==> config.mk <==
export PLATFORM = sky130hd
export DESIGN_NAME = uart_tx_arbiter_flat
export DESIGN_NICKNAME = d
export VERILOG_FILES = /design/src/rtl/uart_tx_arbiter_if.sv /design/src/rtl/uart_tx_arbiter.sv /design/src/flat_wrapper.sv
export SDC_FILE = /design/constraint.sdc
export NUM_CORES = 1
export LEC_CHECK = 0
export BUFFER_PORTS_ARGS = -buffer_cell sky130_fd_sc_hd__buf_4
export CAP_MARGIN = 5
export CORE_AREA = 10 10 79 81
export CTS_CLUSTER_SIZE = 28
export DETAILED_ROUTE_END_ITERATION = 12
export DIE_AREA = 0 0 89 91
export MAX_ROUTING_LAYER = met4
export PLACE_DENSITY = 0.84
export SETUP_SLACK_MARGIN = 0.1
export SKIP_CTS_REPAIR_TIMING = 1
export SLEW_MARGIN = 40
export SYNTH_ARGS = -nofsm -noshare
export SYNTH_HDL_FRONTEND = slang
export SYNTH_SLANG_ARGS = --single-unit
==> constraint.sdc <==
create_clock -name clk -period 2.63 [get_ports clk]
set_input_delay 0.1315 -clock clk [delete_from_list [all_inputs] [get_ports clk]]
set_output_delay 0.1315 -clock clk [all_outputs]
set_load 0.01 [all_outputs]
==> src/rtl/uart_tx_arbiter_if.sv <==
// Bus between the round-robin UART arbiter, its byte producers and the shared transmitter.
// The arbiter uses the master view; clients and the transmitter use the slave view.
interface uart_tx_arbiter_if #(
  parameter int N_REQ = 4
);
  logic [N_REQ-1:0]   req;
  logic [8*N_REQ-1:0] req_data;
  logic [N_REQ-1:0]   gnt;
  logic [N_REQ-1:0]   done;
  logic               timeout;
  logic               busy;
  logic               tx_start;
  logic [7:0]         tx_data;
  logic               tx_done;

  modport master (
    input  req, req_data, tx_done,
    output gnt, done, timeout, busy, tx_start, tx_data
  );

  modport slave (
    output req, req_data, tx_done,
    input  gnt, done, timeout, busy, tx_start, tx_data
  );
endinterface

==> src/rtl/uart_tx_arbiter.sv <==
// Round-robin sequencer sharing one UART transmitter between N_REQ byte producers,
// with a saturating watchdog that abandons a transfer whose tx_done never arrives.
module uart_tx_arbiter #(
  parameter int N_REQ       = 4,
  parameter int TIMEOUT_CYC = 131072
) (
  input  logic                 clk,
  input  logic                 reset,
  uart_tx_arbiter_if.master    bus
);

  localparam int PTR_W = (N_REQ > 1) ? $clog2(N_REQ) : 1;
  localparam int CNT_W = (TIMEOUT_CYC > 1) ? $clog2(TIMEOUT_CYC) : 1;
  localparam logic [CNT_W-1:0] CNT_LAST = CNT_W'(TIMEOUT_CYC - 1);
  localparam logic [CNT_W-1:0] CNT_MAX  = {CNT_W{1'b1}};
  localparam logic [PTR_W-1:0] PTR_RST  = PTR_W'(N_REQ - 1);

  typedef enum logic [1:0] {
    ST_IDLE  = 2'd0,
    ST_START = 2'd1,
    ST_WAIT  = 2'd2
  } state_t;

  // Returns {found, index}: the first set request searching upward from ptr+1, wrapping.
  function automatic logic [PTR_W:0] rr_pick(input logic [N_REQ-1:0] req,
                                             input logic [PTR_W-1:0] ptr);
    logic [PTR_W:0] pick;
    logic [PTR_W:0] idx;
    pick = {(PTR_W+1){1'b0}};
    // Walk from the farthest candidate to the nearest so the nearest one overwrites.
    for (int k = N_REQ; k >= 1; k--) begin
      idx = {1'b0, ptr} + (PTR_W+1)'(k);
      if (idx >= (PTR_W+1)'(N_REQ)) begin
        idx = idx - (PTR_W+1)'(N_REQ);
      end else begin
        idx = idx;
      end
      if (req[idx[PTR_W-1:0]]) begin
        pick = {1'b1, idx[PTR_W-1:0]};
      end else begin
        pick = pick;
      end
    end
    return pick;
  endfunction

  function automatic logic [N_REQ-1:0] onehot(input logic [PTR_W-1:0] idx);
    return {{(N_REQ-1){1'b0}}, 1'b1} << idx;
  endfunction

  function automatic logic [7:0] byte_at(input logic [8*N_REQ-1:0] data,
                                         input logic [PTR_W-1:0]   idx);
    logic [8*N_REQ-1:0] shifted;
    shifted = data >> {idx, 3'b000};
    return shifted[7:0];
  endfunction

  state_t             state_r;
  logic [PTR_W-1:0]   ptr_r;
  logic [PTR_W-1:0]   sel_r;
  logic [CNT_W-1:0]   cnt_r;
  logic [N_REQ-1:0]   gnt_r;
  logic [N_REQ-1:0]   done_r;
  logic               timeout_r;
  logic               busy_r;
  logic               tx_start_r;
  logic [7:0]         tx_data_r;
  logic [PTR_W:0]     pick_s;

  // Candidate requester for the next grant.
  always_comb begin
    pick_s = rr_pick(bus.req, ptr_r);
  end

  // Arbitration FSM with all outputs registered.
  always_ff @(posedge clk or negedge reset) begin
    if (!reset) begin
      state_r    <= ST_IDLE;
      ptr_r      <= PTR_RST;
      sel_r      <= {PTR_W{1'b0}};
      cnt_r      <= {CNT_W{1'b0}};
      gnt_r      <= {N_REQ{1'b0}};
      done_r     <= {N_REQ{1'b0}};
      timeout_r  <= 1'b0;
      busy_r     <= 1'b0;
      tx_start_r <= 1'b0;
      tx_data_r  <= 8'h00;
    end else begin
      case (state_r)
        ST_IDLE: begin
          done_r    <= {N_REQ{1'b0}};
          timeout_r <= 1'b0;
          if (pick_s[PTR_W]) begin
            sel_r      <= pick_s[PTR_W-1:0];
            gnt_r      <= onehot(pick_s[PTR_W-1:0]);
            tx_data_r  <= byte_at(bus.req_data, pick_s[PTR_W-1:0]);
            tx_start_r <= 1'b1;
            busy_r     <= 1'b1;
            state_r    <= ST_START;
          end else begin
            state_r    <= ST_IDLE;
          end
        end
        ST_START: begin
          tx_start_r <= 1'b0;
          cnt_r      <= {CNT_W{1'b0}};
          state_r    <= ST_WAIT;
        end
        ST_WAIT: begin
          // tx_done is checked first so it wins over a watchdog expiry in the same cycle.
          if (bus.tx_done) begin
            done_r  <= onehot(sel_r);
            ptr_r   <= sel_r;
            gnt_r   <= {N_REQ{1'b0}};
            busy_r  <= 1'b0;
            state_r <= ST_IDLE;
          end else if (cnt_r == CNT_LAST) begin
            timeout_r <= 1'b1;
            ptr_r     <= sel_r;
            gnt_r     <= {N_REQ{1'b0}};
            busy_r    <= 1'b0;
            state_r   <= ST_IDLE;
          end else if (cnt_r != CNT_MAX) begin
            cnt_r <= cnt_r + CNT_W'(1);
          end else begin
            cnt_r <= cnt_r;
          end
        end
        default: begin
          state_r    <= ST_IDLE;
          gnt_r      <= {N_REQ{1'b0}};
          done_r     <= {N_REQ{1'b0}};
          timeout_r  <= 1'b0;
          busy_r     <= 1'b0;
          tx_start_r <= 1'b0;
        end
      endcase
    end
  end

  assign bus.gnt      = gnt_r;
  assign bus.done     = done_r;
  assign bus.timeout  = timeout_r;
  assign bus.busy     = busy_r;
  assign bus.tx_start = tx_start_r;
  assign bus.tx_data  = tx_data_r;

endmodule
==> src/flat_wrapper.sv <==
// flat-port wrapper written by rule: the top's interface ports become plain ports
module uart_tx_arbiter_flat 
#(
  parameter int N_REQ       = 4,
  parameter int TIMEOUT_CYC = 131072
)
  (clk, reset, bus_req, bus_req_data, bus_tx_done, bus_gnt, bus_done, bus_timeout, bus_busy, bus_tx_start, bus_tx_data);
  uart_tx_arbiter_if #(.N_REQ(N_REQ)) bus_i ();
  input  logic clk;
  input  logic reset;
  input wire logic [$bits(bus_i.req)-1:0] bus_req;
  input wire logic [$bits(bus_i.req_data)-1:0] bus_req_data;
  input wire logic [$bits(bus_i.tx_done)-1:0] bus_tx_done;
  output wire logic [$bits(bus_i.gnt)-1:0] bus_gnt;
  output wire logic [$bits(bus_i.done)-1:0] bus_done;
  output wire logic [$bits(bus_i.timeout)-1:0] bus_timeout;
  output wire logic [$bits(bus_i.busy)-1:0] bus_busy;
  output wire logic [$bits(bus_i.tx_start)-1:0] bus_tx_start;
  output wire logic [$bits(bus_i.tx_data)-1:0] bus_tx_data;
  assign bus_i.req = bus_req;
  assign bus_i.req_data = bus_req_data;
  assign bus_i.tx_done = bus_tx_done;
  assign bus_gnt = bus_i.gnt;
  assign bus_done = bus_i.done;
  assign bus_timeout = bus_i.timeout;
  assign bus_busy = bus_i.busy;
  assign bus_tx_start = bus_i.tx_start;
  assign bus_tx_data = bus_i.tx_data;
  uart_tx_arbiter #(.N_REQ(N_REQ), .TIMEOUT_CYC(TIMEOUT_CYC)) u_core (.clk(clk), .reset(reset), .bus(bus_i));
endmodule
==> results.md, run 1 <==
- Clock Skews: 0.0142 ns
- Port Buf Inserts: 57
- Initial core utilization: 45.9%
- All-Layer GR Usage: 14.1%
- Critical path buffers and inverters: 1
- Sequential cell area fraction in the yosys report: 49.2%
- Crit path capture type: flop
- Mapped Area: 2140 sq um
- Most frequent cells in the layout: buf_4, dfrtp_1, nor2_1
- Simple-gate area share of the yosys netlist: 19.6%
- Achievable Freq: 384 MHz
- Most common cell on crit path: and4_4
- Fillers: 382
- Power density over the cells: 844 nW/um^2
- Synth Area in Compound Gates: 16.1%
- Antenna violations before repair: 0
- DIE AREA: 8100 sq um
- DP HPWL: 4140 um
- Post-DR wirelength/cell: 15.2 um
- Crit Reg-Reg Startpoint: u_core.cnt_r[6]
- FF-to-FF setup slack: 0.03 ns
- CP Class: reg -> reg
- Final count of hold timing violations: 0
- GP Congestion: 0.827
- Die Span Y: 91 um
- HP Class: in -> reg
- Crit-path cells: and4_4 -> and4_4 -> nand3_2 -> nor3_2 -> ha_2 -> or4b_4 -> a2111oi_4 -> buf_4 -> nand4_1 -> xor2_1 -> nor2_1
- Site Rows: 25
- Pins over their slew limit: 0
- Fin nets: 340
- Largest family of logic cells by synthesized area: simple AND/OR/NAND/NOR gates
- Tcrit/Tclk final: 99.0%
- Ant. Diodes: 0
- Slew @ Worst Pin: 0.700 ns
- Utilization after layout: 61.6%
- Synth Net Count: 267
- Final non-filler cell total: 354
- DR vias: 1,876
- Max stage delay cell, worst path: or4b_4
- Worst Setup Start Kind: flop
- Remaining DRCs: 0
- Max incr delay on CP: 0.54 ns
- Worst skew pair latency: 0.30 ns
- H-tree levels: 2
- Clk sink count: 42
- Worst Path Required: 2.78 ns
- Post-synthesis mux area share: 4.79%
- Yosys cell types: 34
- Die X: 89 um
- Minimum clock period after layout: 2.60 ns
- Total gr overflow: 0
- Leakage: 0.00137 uW
- Overall power: 2420 uW
- Initial DRC count: 93
- Placed insts: 340
- TritonCTS clock tree: built
- Cells after Synth: 226
- RSZ-0062 raised after global routing: true
- Slew HR: 53.3%
- Worst Path Arrival: 2.75 ns
- Final ANT Viol Nets: 0
- Final wirelength: 5400 um
- Total CTS buffers: 5
- Router iterations before antenna repair: 4
- Largest net degree at the start of global routing: 43
- Global-route wire length before repair: 8950 um
- Adder-cell area share of the yosys netlist: 1.17%
- Total stage count of the critical path: 11
- Core area: 4660 sq um
- Syn Area/Cell: 9.47 sq um
- Setup ws final: 0.0262 ns
- Io pins: 58
- Layout cells sized above 1: 33.3%
- Crit path to: u_core.cnt_r[9]
- Root buffer cell: clkbuf_8
- Critical Path Source: u_core.cnt_r[6]
- Synth warn: 0
- Commonest non-fill, non-tap cell in the layout: buf_4
- # setup viols final: 0
- CP max FO: 4
- Status: completed
- Area delta synth->final: 34.1%
- Maximum VDD drop: 444 uV
- CTS Buffer Depth: 2
- R2R Path End: u_core.cnt_r[9]
- DP Worst Slack: -0.00441 ns
- Seq cells post-synth: 42
- CP top delay family: simple AND/OR/NAND/NOR gates
- Max-cap violations: 0
- Vias in the first global route: 1,968
- Register-to-Register Path Depth: 11
- Clk slew on worst S/H paths: 0.09 ns
- Post-Synth XOR/XNOR Area: 4.91%
- Drt via density: 5.30
==> routing by layer <==
metal	global-route usage [%]	part of all wire, %	vias to the layer above
met5	-	0	-
met4	4.24	0.89	0
met3	4.83	5.3	4
met2	22.5	49	56
met1	16.3	44	873
li1	-	-	943
==> kinds of logic (layout without fill, tap and decap cells) <==
logic type,Yosys count,after routing
adder cells (fa/ha/maj),2,2
multiplexers,10,10
AO/OA/AOI/OAI,51,51
buffers and inverters,22,96
AND/OR/NAND/NOR,87,87
flip-flops,42,42
XOR/XNOR,12,12
==> where the power goes <==
part	leakage (uW)	switching [uW]	internal (uW)
Clock	0.0000441	234	187
Combinational	0.000788	558	471
Sequential	0.000540	139	834
Total	0.00137	932	1490
==> how the worst min path moves through the flow <==
stage,from,end,slack (ns),cells past startpoint
floorplan,reset,u_core.bus.busy,-0.16,0
global placement,reset,u_core.cnt_r[10],0.14,1
detailed placement,reset,u_core.cnt_r[10],0.15,1
CTS,reset,u_core.bus.gnt[0],-0.18,1
global route,bus_req_data[9],u_core.bus.tx_data[1],0.16,3
finish,bus_req_data[9],u_core.bus.tx_data[1],0.16,3
==> cells in the mapped netlist <==
master	instances	area share, %
and4_1	2	0.82
ha_1	2	1.2
a211oi_1	16	5.6
nand2b_1	4	1.2
o221a_2	1	0.53
nor2b_1	4	1.2
and3_1	2	0.58
nor3_2	1	0.47
o21ai_0	11	2.6
o21ai_1	5	1.2
a2111oi_4	1	1.3
nor3_1	4	0.94
a21oi_1	5	1.2
a21o_1	1	0.35
nor4_1	1	0.29
inv_1	12	2.1
dfrtp_1	40	47
clkbuf_1	7	1.2
nor2_1	26	4.6
or3_1	3	0.88
nand4_1	3	0.88
a22o_1	2	0.82
mux2i_1	8	3.7
or4b_4	1	0.64
buf_4	2	0.70
dfstp_2	2	2.5
nand3_1	13	3.0
nand2_1	22	3.9
a31oi_1	9	2.6
mux2_2	2	1.1
inv_2	1	0.18
xnor2_1	2	0.82
or2_2	1	0.29
xor2_1	10	4.1
==> tightest hold or removal path: stages <==
cell	delay [ns]
buf_4	0.11
mux2i_1	0.11
a211oi_1	0.08
==> area by class of cell <==
class	instances	area, sq um	area share [%]
Multi-Input combinational cell	162	1030	36.0
Clock buffer	5	68.8	2.40
Sequential cell	42	1050	36.7
Inverter	13	48.8	1.70
Clock inverter	3	21.3	0.741
Timing Repair Buffer	75	578	20.1
Tap cell	54	67.6	2.35
==> per-stage QoR <==
stage / TNS (ns) / hold WS, ns / area, sq um
after floorplan: 0 / -0.164 / 2140
after global placement: 0 / 0.144 / 2700
after detailed placement: -0.00441 / 0.150 / 2700
after CTS: -0.0227 / -0.185 / 2790
after global routing: -0.232 / 0.162 / 2870
final: 0 / 0.161 / 2870
==> state kept, by name, indices dropped and copies added, names as in the netlist <==
name	cells
u_core.sel_r	2
u_core.bus.busy	1
u_core.state_r	2
u_core.bus.gnt	4
u_core.bus.tx_data	8
u_core.bus.timeout	1
u_core.bus.done	4
u_core.ptr_r	2
u_core.cnt_r	17
u_core.bus.tx_start	1
Note: power is estimated with default switching activity, not from simulation.
==> inputs of run 2 (changes only) <==
--- a/config.mk
+++ b/config.mk
@@ -5,12 +5,13 @@
 export SDC_FILE = /design/constraint.sdc
 export NUM_CORES = 1
 export LEC_CHECK = 0
+export ABC_AREA = 1
 export BUFFER_PORTS_ARGS = -buffer_cell sky130_fd_sc_hd__buf_4
 export CAP_MARGIN = 5
-export CORE_AREA = 10 10 79 81
+export CORE_AREA = 10 10 86 88
 export CTS_CLUSTER_SIZE = 28
 export DETAILED_ROUTE_END_ITERATION = 12
-export DIE_AREA = 0 0 89 91
+export DIE_AREA = 0 0 96 98
 export MAX_ROUTING_LAYER = met4
 export PLACE_DENSITY = 0.84
 export SETUP_SLACK_MARGIN = 0.1
==> results.md, run 2 <==
- Commonest non-fill, non-tap cell in the layout: nand2_1 (was buf_4)
- Worst Path Required: 2.81 ns (was 2.78 ns)
- Achievable Freq: 435 MHz (was 384 MHz)
- Commonest cells post-synth: nand2_1, inv_1, dfrtp_1 (was dfrtp_1, nor2_1, nand2_1)
- Total CTS buffers: 5 (unchanged)
- Count leader, synth: nand2_1 (was dfrtp_1)
- Leakage: 0.00177 uW (was 0.00137 uW)
- Site Rows: 28 (was 25)
- Io pins: 58 (unchanged)
- R2R Path End: u_core.cnt_r[15] (was u_core.cnt_r[9])
- Synth area leader: dfrtp_1 (unchanged)
- Drt via density: 4.99 (was 5.30)
- Mapped Area: 2710 sq um (was 2140 sq um)
- Slew HR: 65.9% (was 53.3%)
- Fillers: 529 (was 382)
- Dpl cell area: 3180 sq um (was 2700 sq um)
- RSZ-0062 raised after global routing: false (was true)
- Pins over their slew limit: 0 (unchanged)
- Synth Net Count: 388 (was 267)
- Seq cells post-synth: 42 (unchanged)
- Crit path capture type: flop (unchanged)
- Clock Skews: 0.00465 ns (was 0.0142 ns)
- Initial DRC count: 120 (was 93)
- GP Congestion: 0.924 (was 0.827)
- Cells after Synth: 347 (was 226)
- Final count of hold timing violations: 0 (unchanged)
- HP Class: in -> reg (unchanged)
- Minimum clock period after layout: 2.30 ns (was 2.60 ns)
- Die Span Y: 98 um (was 91 um)
- Ant. Diodes: 0 (unchanged)
- Remaining DRCs: 0 (unchanged)
- Clk slew on worst S/H paths: 0.08 ns (was 0.09 ns)
- Area delta synth->final: 21.4% (was 34.1%)
- Final non-filler cell total: 483 (was 354)
- Final wirelength: 6170 um (was 5400 um)
- Layout cells sized above 1: 30.1% (was 33.3%)
- CTS Buffer Depth: 2 (unchanged)
- TritonCTS clock tree: built (unchanged)
- Maximum VDD drop: 763 uV (was 444 uV)
- Slew @ Worst Pin: 0.512 ns (was 0.700 ns)
- Syn Area/Cell: 7.82 sq um (was 9.47 sq um)
- Port Buf Inserts: 57 (unchanged)
- Worst Path Arrival: 2.48 ns (was 2.75 ns)
- Crit path to: u_core.cnt_r[15] (was u_core.cnt_r[9])
- Post-DR wirelength/cell: 12.8 um (was 15.2 um)
- Simple-gate area share of the yosys netlist: 40.2% (was 19.6%)
- Switching share of power: 48.4% (was 38.4%)
- Reg power frac: 26.9% (was 40.2%)
- Status: completed (unchanged)
- Core area: 5750 sq um (was 4660 sq um)
- Largest cells by area after synthesis: dfrtp_1, nand2_1, inv_1, nand3_1, nand2_4 (was dfrtp_1, a211oi_1, nor2_1, xor2_1, nand2_1)
- Total gr overflow: 0 (unchanged)
- Final ANT Viol Nets: 0 (unchanged)
- CP Class: reg -> reg (unchanged)
- Clock group share of total power: 10.7% (was 17.4%)
- Global-route wire length before repair: 10,600 um (was 8950 um)
- All-Layer GR Usage: 13.7% (was 14.1%)
- Antenna violations before repair: 0 (unchanged)
- Synth Area in Compound Gates: 7.88% (was 16.1%)
- Internal Power: 1930 uW (was 1490 uW)
- Worst Setup Start Kind: flop (unchanged)
- Combinational Power Share: 62.3% (was 42.5%)
- DP HPWL: 4850 um (was 4140 um)
- Final Cell Area: 3290 sq um (was 2870 sq um)
- Largest register by flop count: u_core.cnt_r (unchanged)
- DR vias: 2,408 (was 1,876)
- Setup ws final: 0.332 ns (was 0.0262 ns)
- Largest net degree at the start of global routing: 43 (unchanged)
- Post-synth EDFFs: 0 (unchanged)
- # setup viols final: 0 (unchanged)
- Root buffer cell: clkbuf_8 (unchanged)
- Post-Synth XOR/XNOR Area: 0.323% (was 4.91%)
- Crit Reg-Reg Startpoint: u_core.cnt_r[7] (was u_core.cnt_r[6])
- CP max FO: 10 (was 4)
- Sw power: 1810 uW (was 932 uW)
- Largest family of logic cells by synthesized area: simple AND/OR/NAND/NOR gates (unchanged)
- Most frequent cells in the layout: nand2_1, buf_4, inv_1 (was buf_4, dfrtp_1, nor2_1)
- Yosys cell types: 35 (was 34)
- Sequential cell area fraction in the yosys report: 38.8% (was 49.2%)
- Tcrit/Tclk final: 87.4% (was 99.0%)
- Register-to-Register Path Depth: 18 (was 11)
- Initial core utilization: 47.2% (was 45.9%)
- Top_reg_cell synth: dfrtp_1 (unchanged)
- Adder-cell area share of the yosys netlist: 0.922% (was 1.17%)
- DP Worst Slack: 0.158 ns (was -0.00441 ns)
- Placed insts: 474 (was 340)
- Largest register FFs: 17 (unchanged)
- Critical Path Source: u_core.cnt_r[7] (was u_core.cnt_r[6])
- Router iterations before antenna repair: 4 (unchanged)
- H-tree levels: 2 (unchanged)
- Die X: 96 um (was 89 um)
- Vias in the first global route: 2,461 (was 1,968)
- Hold Crit Start: bus_tx_done (was bus_req_data[9])
- FF-to-FF setup slack: 0.33 ns (was 0.03 ns)
- DIE AREA: 9410 sq um (was 8100 sq um)
- Worst skew pair latency: 0.29 ns (was 0.30 ns)
- Setup_tns: 0 ns (unchanged)
- Clk sink count: 42 (unchanged)
- Async S/R FF share, synth: 100% (unchanged)
- Fin nets: 448 (was 340)
- Max-cap violations: 0 (unchanged)
- Post-synthesis mux area share: 0% (was 4.79%)
- Post-synth top area share: 36.9% (was 46.8%)
- Synth warn: 0 (unchanged)
- Power density over the cells: 1130 nW/um^2 (was 844 nW/um^2)
run 2: cell count changes in the layout (fill, tap and decap cells not counted), moves of 9 or more:
cell / change
inv_1: +36
nand2_4: +10
a21oi_1: +9
a211oi_1: -15
a31oi_1: -9
nand2_1: +79
buf_4: -16
nor2_1: -11
nand2_2: +16
xor2_1: -9
nand3_1: +20
run 2: cell families after synthesis:
kind of cell | Yosys count
compound gates | 36
buf+inv | 61
flops | 42
fa+ha+maj | 2
simple gates | 205
xor+xnor | 1
run 2: power groups by stage:
stage	logic, uW	clock network (uW)	registers, uW
2_1_floorplan	1850	0	1010
3_3_place_gp	2250	0	1010
3_5_place_dp	2320	0	1010
4_1_cts	2320	415	1010
5_1_grt	2610	447	1030
6_report	2330	401	1010
run 2: final cells by class:
type / instances / area [sq um] / share of cell area [%]
Multi-Input combinational cell: 244 / 1360 / 41.3
Sequential cell: 42 / 1050 / 32.0
Timing Repair Buffer: 58 / 438 / 13.3
Inverter: 56 / 263 / 7.98
Tap cell: 75 / 93.8 / 2.85
Clock buffer: 6 / 72.6 / 2.20
Clock inverter: 2 / 13.8 / 0.418
run 2: worst min-delay path by stage:
| stage | to | slack [ns] | cells after the start |
|---|---|---|---|
| 2_1_floorplan | u_core.bus.busy | -0.16 | 0 |
| 3_3_place_gp | u_core.cnt_r[10] | 0.14 | 1 |
| 3_5_place_dp | u_core.cnt_r[11] | 0.14 | 1 |
| 4_1_cts | u_core.cnt_r[11] | -0.18 | 1 |
| 5_1_grt | u_core.bus.timeout | 0.24 | 4 |
| 6_report | u_core.bus.timeout | 0.20 | 4 |
run 2: critical path: stages, from the launching register on:
cell	delay [ns]
dfrtp_1	0.42
nand2_1	0.09
inv_1	0.07
nand3_1	0.13
inv_1	0.09
nand3_1	0.09
nor2_1	0.05
ha_1	0.20
inv_1	0.12
nand3_4	0.12
nand2_8	0.12
nand2_2	0.07
nor2_4	0.11
nand3_2	0.12
nor2_4	0.12
nand2_1	0.07
nand2_1	0.08
nand2_1	0.06
o21a_1	0.09
run 2: routing by layer:
metal	track usage [%]	up-vias	share of wire, %
met2	20.7	74	48
met5	-	-	0
li1	-	1226	-
met3	3.29	8	4.7
met4	4.65	0	1.3
met1	17.5	1100	46
run 2: stage by stage:
step	util [%]	hold slack [ns]	power (uW)
floorplan	-	-0.164	2860
global placement	55.3	0.136	3260
detailed placement	55.3	0.143	3330
CTS	56.8	-0.178	3740
global route	57.3	0.242	4090
finish	57.3	0.202	3740
